**src/rtl/vec_lane_serializer.sv**
```systemverilog
// Vector-to-lane serializer: takes one NUM_LANES x WIDTH vector per input handshake
// and emits it lane 0 first, one lane per output beat, flagging the final lane.
module vec_lane_serializer #(
    parameter int NUM_LANES = 3,
    parameter int WIDTH     = 3,
    localparam int IDXW     = (NUM_LANES > 1) ? $clog2(NUM_LANES) : 1
) (
    input  logic                       clk,
    input  logic                       rst,
    input  logic                       in_valid,
    output logic                       in_ready,
    input  logic [NUM_LANES*WIDTH-1:0] in_data,
    output logic                       out_valid,
    input  logic                       out_ready,
    output logic [WIDTH-1:0]           out_data,
    output logic [IDXW-1:0]            out_idx,
    output logic                       out_last
);

    // Valid/ready: a transfer happens on any rising edge where valid && ready; the
    // producer holds valid and data stable until that edge, and ready never waits on valid.
    localparam logic [0:0] ST_IDLE = 1'b0;
    localparam logic [0:0] ST_SEND = 1'b1;
    localparam logic [IDXW-1:0] LAST_IDX = IDXW'(NUM_LANES - 1);

    logic [0:0]       state_q;
    logic [IDXW-1:0]  cnt_q;
    logic [WIDTH-1:0] lane_q [NUM_LANES];
    logic             busy;
    logic             beat_fire;
    logic             in_fire;

    assign busy      = (state_q == ST_SEND);
    assign out_valid = busy;
    assign out_idx   = cnt_q;
    assign out_data  = lane_q[cnt_q];
    assign out_last  = busy && (cnt_q == LAST_IDX);

    // Accepting on the last beat lets the next vector follow with no bubble.
    assign in_ready  = !rst && (!busy || (out_ready && out_last));
    assign beat_fire = out_valid && out_ready;
    assign in_fire   = in_valid && in_ready;

    always_ff @(posedge clk) begin
        if (rst) begin
            state_q <= ST_IDLE;
            cnt_q   <= '0;
            for (int i = 0; i < NUM_LANES; i++) begin
                lane_q[i] <= '0;
            end
        end else if (in_fire) begin
            state_q <= ST_SEND;
            cnt_q   <= '0;
            for (int i = 0; i < NUM_LANES; i++) begin
                lane_q[i] <= in_data[i*WIDTH +: WIDTH];
            end
        end else if (beat_fire) begin
            if (out_last) begin
                state_q <= ST_IDLE;
                cnt_q   <= '0;
            end else begin
                cnt_q <= cnt_q + IDXW'(1);
            end
        end
    end

endmodule

```
**config.mk**
```make
export PLATFORM = sky130hd
export DESIGN_NAME = vec_lane_serializer
export DESIGN_NICKNAME = d
export VERILOG_FILES = /design/src/rtl/vec_lane_serializer.sv
export SDC_FILE = /design/constraint.sdc
export NUM_CORES = 1
export LEC_CHECK = 0
export CORE_MARGIN = 1
export CORE_UTILIZATION = 38
export DETAILED_ROUTE_END_ITERATION = 6
export PLACE_DENSITY = 0.77
export SETUP_SLACK_MARGIN = 0.05
export SYNTH_ARGS = -nofsm -noshare
export SYNTH_HDL_FRONTEND = slang
export SYNTH_SLANG_ARGS = --single-unit
```
**constraint.sdc**
```tcl
create_clock -name clk -period 1.3 [get_ports clk]
set_input_delay 0.325 -clock clk [delete_from_list [all_inputs] [get_ports clk]]
set_output_delay 0.325 -clock clk [all_outputs]
set_load 0.02 [all_outputs]
```
# Word-level counts from Yosys, hierarchy flattened
# Memory sizes are Yosys's and may differ from the RTL's. A register that Yosys moved wholly into a read port is not among the register bits.
# Cells that the tools add are included.
op_classes:
  bitwise: 3
  add_sub_neg: 1
  n_eq_ne: 1
  reduce_logical: 12
  mux: 14
op_table:
  columns: ["operator", "n"]
  rows:
  - ["3-bit two-way mux", 3]
  - ["1-bit two-way mux", 8]
  - ["2-bit two-way mux", 3]
  - ["1-bit logical AND", 5]
  - ["2-bit nonzero test", 2]
  - ["1-bit bitwise OR", 3]
  - ["2-bit by 1-bit adder with 2-bit output, second input constant", 1]
  - ["2-bit == test, second input constant", 1]
  - ["1-bit zero test", 2]
  - ["2-bit AND reduction", 1]
  - ["2-bit OR reduction", 1]
  - ["1-bit logical OR", 1]
totals:
  output_inout_bits: 8
  register_bits: 3
  elab_cells: 34
  ramBits: 9
  n_memories: 1
  inputBits: 13
memory_table:
  columns: ["name", "depth", "width", "read_ports", "rd_ports_with_merged_regs", "write_ports", "line_no", "source"]
  rows:
  - ["lane_q", 3, 3, 1, 1, 3, "28", "logic [WIDTH-1:0] lane_q [NUM_LANES];"]

# Logic depth before layout (Yosys ltp)
depth:
  word_depth: 10
  mapped_depth: 3

# Worst setup path before layout
# OpenSTA, ideal clock, no wires.
synth_path:
  kind: "flip-flop to flip-flop"
  start: "register cnt_q[0], in the netlist out_idx[0]"
  end: "memory lane_q[0][0], enable pin"
  period_less_slack_ns: 1.491
  slack_ns: -0.191
  stages_incl_launch_ff: 3
  path_buffers: 0
  arrival_time_ns: 1.199
  setup_ns: 0.292
  cell_sequence: "dfxtp_1 -> and2b_2 -> a311o_1"
synth_lines:
  columns: ["item", "line_no", "source"]
  rows:
  - ["start, declared", "27", "logic [IDXW-1:0] cnt_q;"]
  - ["start signal, assigned", "62", "cnt_q <= cnt_q + IDXW'(1);"]
  - ["end, declared", "28", null]

# Worst setup path after layout
layout_path:
  start: "register cnt_q[0], in the netlist out_idx[0]"
  end: "output out_last"
layout_via:
  elab_chain_len: 2
layout_lines:
  columns: ["item", "line_no", "source"]
  rows:
  - ["2-bit == test", "37", "assign out_last = busy && (cnt_q == LAST_IDX);"]
  - ["1-bit logical AND", "37", null]
  - ["end, declared", "17", "output logic out_last"]
# No other way between the ends.

==> results by group <==
Synth
  – Sequential element share of the synthesized area: 0.539
  – Mapped Cells: 62
  – Prevailing post-synth register cell: edfxtp_1
  – XOR/XNOR Fraction of Synth Area: 0
  – Post-synthesis mux area share: 0.0437
  – Register bit count reported by yosys: 14
  – Async S/R FF share, synth: 0
  – Compound-Gate Fraction of Synth Area: 0.177
  – Synth Warn #: 0
  – Largest family of logic cells by synthesized area: simple AND/OR/NAND/NOR gates
  – Synth top area cells: edfxtp_1 39%, dfxtp_1 15%, a211oi_1 9.8%
  – Synth Area in Adders: 0
  – Syn Std Cell Area: 687 µm²
  – Synth unique cells: 26
  – Syn avg cell area: 11.1 µm²
  – Cell with the most instances after synthesis: nand2_1
  – Post-Syn Nets: 75
  – Commonest cells post-synth: 12 x nand2_1, 9 x a211oi_1, 9 x edfxtp_1, 5 x dfxtp_1
  – Number of synthesized flops with an enable pin: 9
  – Synth Area in Simple Gates: 0.199
  – Post-synth top area share: 0.393
  – Largest area contributor in the netlist: edfxtp_1

Power
  – Pwr/cell area: 861 mW/mm²
  – Peak supply drop: 0.539 mV
  – Leak: 0.432 nW

Detailed routing
  – Met2 Wirelength: 768 µm
  – Via density: 5.17
  – Max Used Layer: met4
  – Met3 Wirelength: 66 µm
  – Antenna Nets Post-Route: 0
  – 1st-iter DRT viols: 13
  – Via count: 620
  – Met1 Wirelength: 668 µm
  – WL final: 1.53 mm
  – DRT Pass-1 Iters: 4
  – # DRC: 0
  – Post-DR wirelength/cell: 12.7 µm

Layout
  – Multi-input gate area: 358 µm²
  – Final instance area: 0.00110 mm²
  – FILL cells: 109
  – Fin util: 0.689
  – Fin cells: 120
  – Fraction of layout cells with a size suffix above 1: 0.417
  – Register Area: 383 µm²
  – Final #Nets: 110
  – Area grow syn2layout: 59.9%
  – Final antenna diode count: 0

Critical path
  – CP endpoint kind: output pin
  – CP Data Arrival Time: 1.13 ns
  – Worst-path maximum fanout: 4
  – Crit Path Category: flip-flop to output pin
  – Worst Path Required: 0.98 ns
  – Type of origin of the critical path: flip-flop

Timing
  – Slew headroom: 0.797
  – RSZ-0062 raised after global routing: true
  – Final Critical Period: 1.45 ns
  – Worst slew pin tran: 0.304 ns
  – Max Transition Viols Final: 0
  – Setup WS post-layout: -0.151 ns
  – Final setup fails: 14
  – Fmax: 689 MHz
  – Fin crit share: 1.12
  – Worst Clk Skew: 0.000189 ns
  – Final hold vios: 0

Place
  – Hpwl dp: 1.11 mm
  – Post-Place Setup Slack: -0.698 ns
  – Placed instance area: 993 µm²
  – IO Port Bufs: 20
  – Inst Count DP: 113
  – Placer Congestion: 0.780

CTS
  – H-tree Lvls: 1
  – Worst-path clk slew: 0.07 ns
  – CTS tree: done
  – CTS hold repair buffers: 0
  – CTS Sinks: 14
  – Later-pin clock latency in the skew report: 0.27 ns
  – CTS root buffer: clkbuf_4
  – Clock Path Buffers: 2
  – CTS buffer count: 3

GRT
  – Initial antenna violation count: 0
  – Pin count of the biggest net entering global routing: 16
  – GRT Overall Usage: 0.174
  – First-pass GRT wire length: 2.46 mm
  – Vias in the first global route: 591
  – Congestion Overflow GR: 0

Floorplan
  – Die width: 44.5 µm
  – Die area: 0.00198 mm²
  – I/O pins: 21
  – CORE AREA: 0.00159 mm²
  – Initial Util: 0.431
  – Die height: 44.5 µm
  – Site Rows: 14

Run
  – Number of max-cap violations: 0

Worst hold path
  – Worst hold path type: input port to flip-flop

Outcome
  – Violated checks: setup timing
  – Outcome: finished, violations left
## report_power, final
| part | total, mW | switching [mW] | leakage, nW | internal [mW] |
|---|---|---|---|---|
| Sequential | 0.514 | 0.0151 | 0.140 | 0.499 |
| Clock | 0.237 | 0.118 | 0.0150 | 0.119 |
| Combinational | 0.195 | 0.0938 | 0.277 | 0.101 |
| Total | 0.946 | 0.227 | 0.432 | 0.719 |
## what timing repair did
action	in CTS	in global routing
endpoints found under the setup margin	26	26
gates resized for setup	48	11
cloned	1	0
pin swaps	1	3
buffers inserted	2	0
hold endpoints to repair	0	0
## per-layer routing
layer	up-vias	global-route usage
met5	-	0
li1	307	-
met1	290	0.209
met3	4	0.0327
met2	19	0.300
met4	0	0.0788
## cell usage in the layout, fill, tap and decap left out, types with 2 or more instances in the layout
master and instances:
mux2i_1 3, clkbuf_4 3, edfxtp_1 9, buf_2 4, dfxtp_4 3, buf_4 9, dlygate4sd2_1 2, buf_6 8
nand2_1 12, clkdlybuf4s50_1 9, a211oi_2 4, o21ai_1 3, a211oi_1 5
## critical path, cell delays in order (launching register included)
cell and delay [ns]:
dfxtp_4 0.37, and2b_2 0.22, and2_4 0.15, buf_6 0.12
## layout make-up
type,instances,area share
multi-input cells,44,0.326
flip-flops and latches,14,0.349
inverters,1,0.00342
repair buffers,33,0.271
clock buffers,4,0.0239
well taps,24,0.0273
## metrics by stage
step,setup TNS [ns],hold slack (ns),power (mW)
after floorplan,0,0.390,0.612
after global placement,-8.40,0.556,0.705
after detailed placement,-8.73,0.569,0.710
after CTS,-1.56,0.592,0.935
after global routing,-2.27,0.544,0.984
final,-1.55,0.535,0.946
## path summary, 6_finish.rpt
check | start | endpoint | slack [ns] | depth (start not counted)
max | out_idx[0] | out_last | -0.15 | 3
min | in_valid | out_idx[0] | 0.53 | 4
max reg2reg | out_idx[0] | lane_q[0][2] | -0.14 | 4
min reg2reg | out_idx[1] | out_idx[1] | 0.71 | 3
## logic make-up after synthesis
kind of cell           Yosys count
flip-flops                      14
buffers and inverters            5
AND/OR/NAND/NOR                 23
AO/OA/AOI/OAI                   17
multiplexers                     3
No activity file was read; power rests on OpenSTA's default activity.
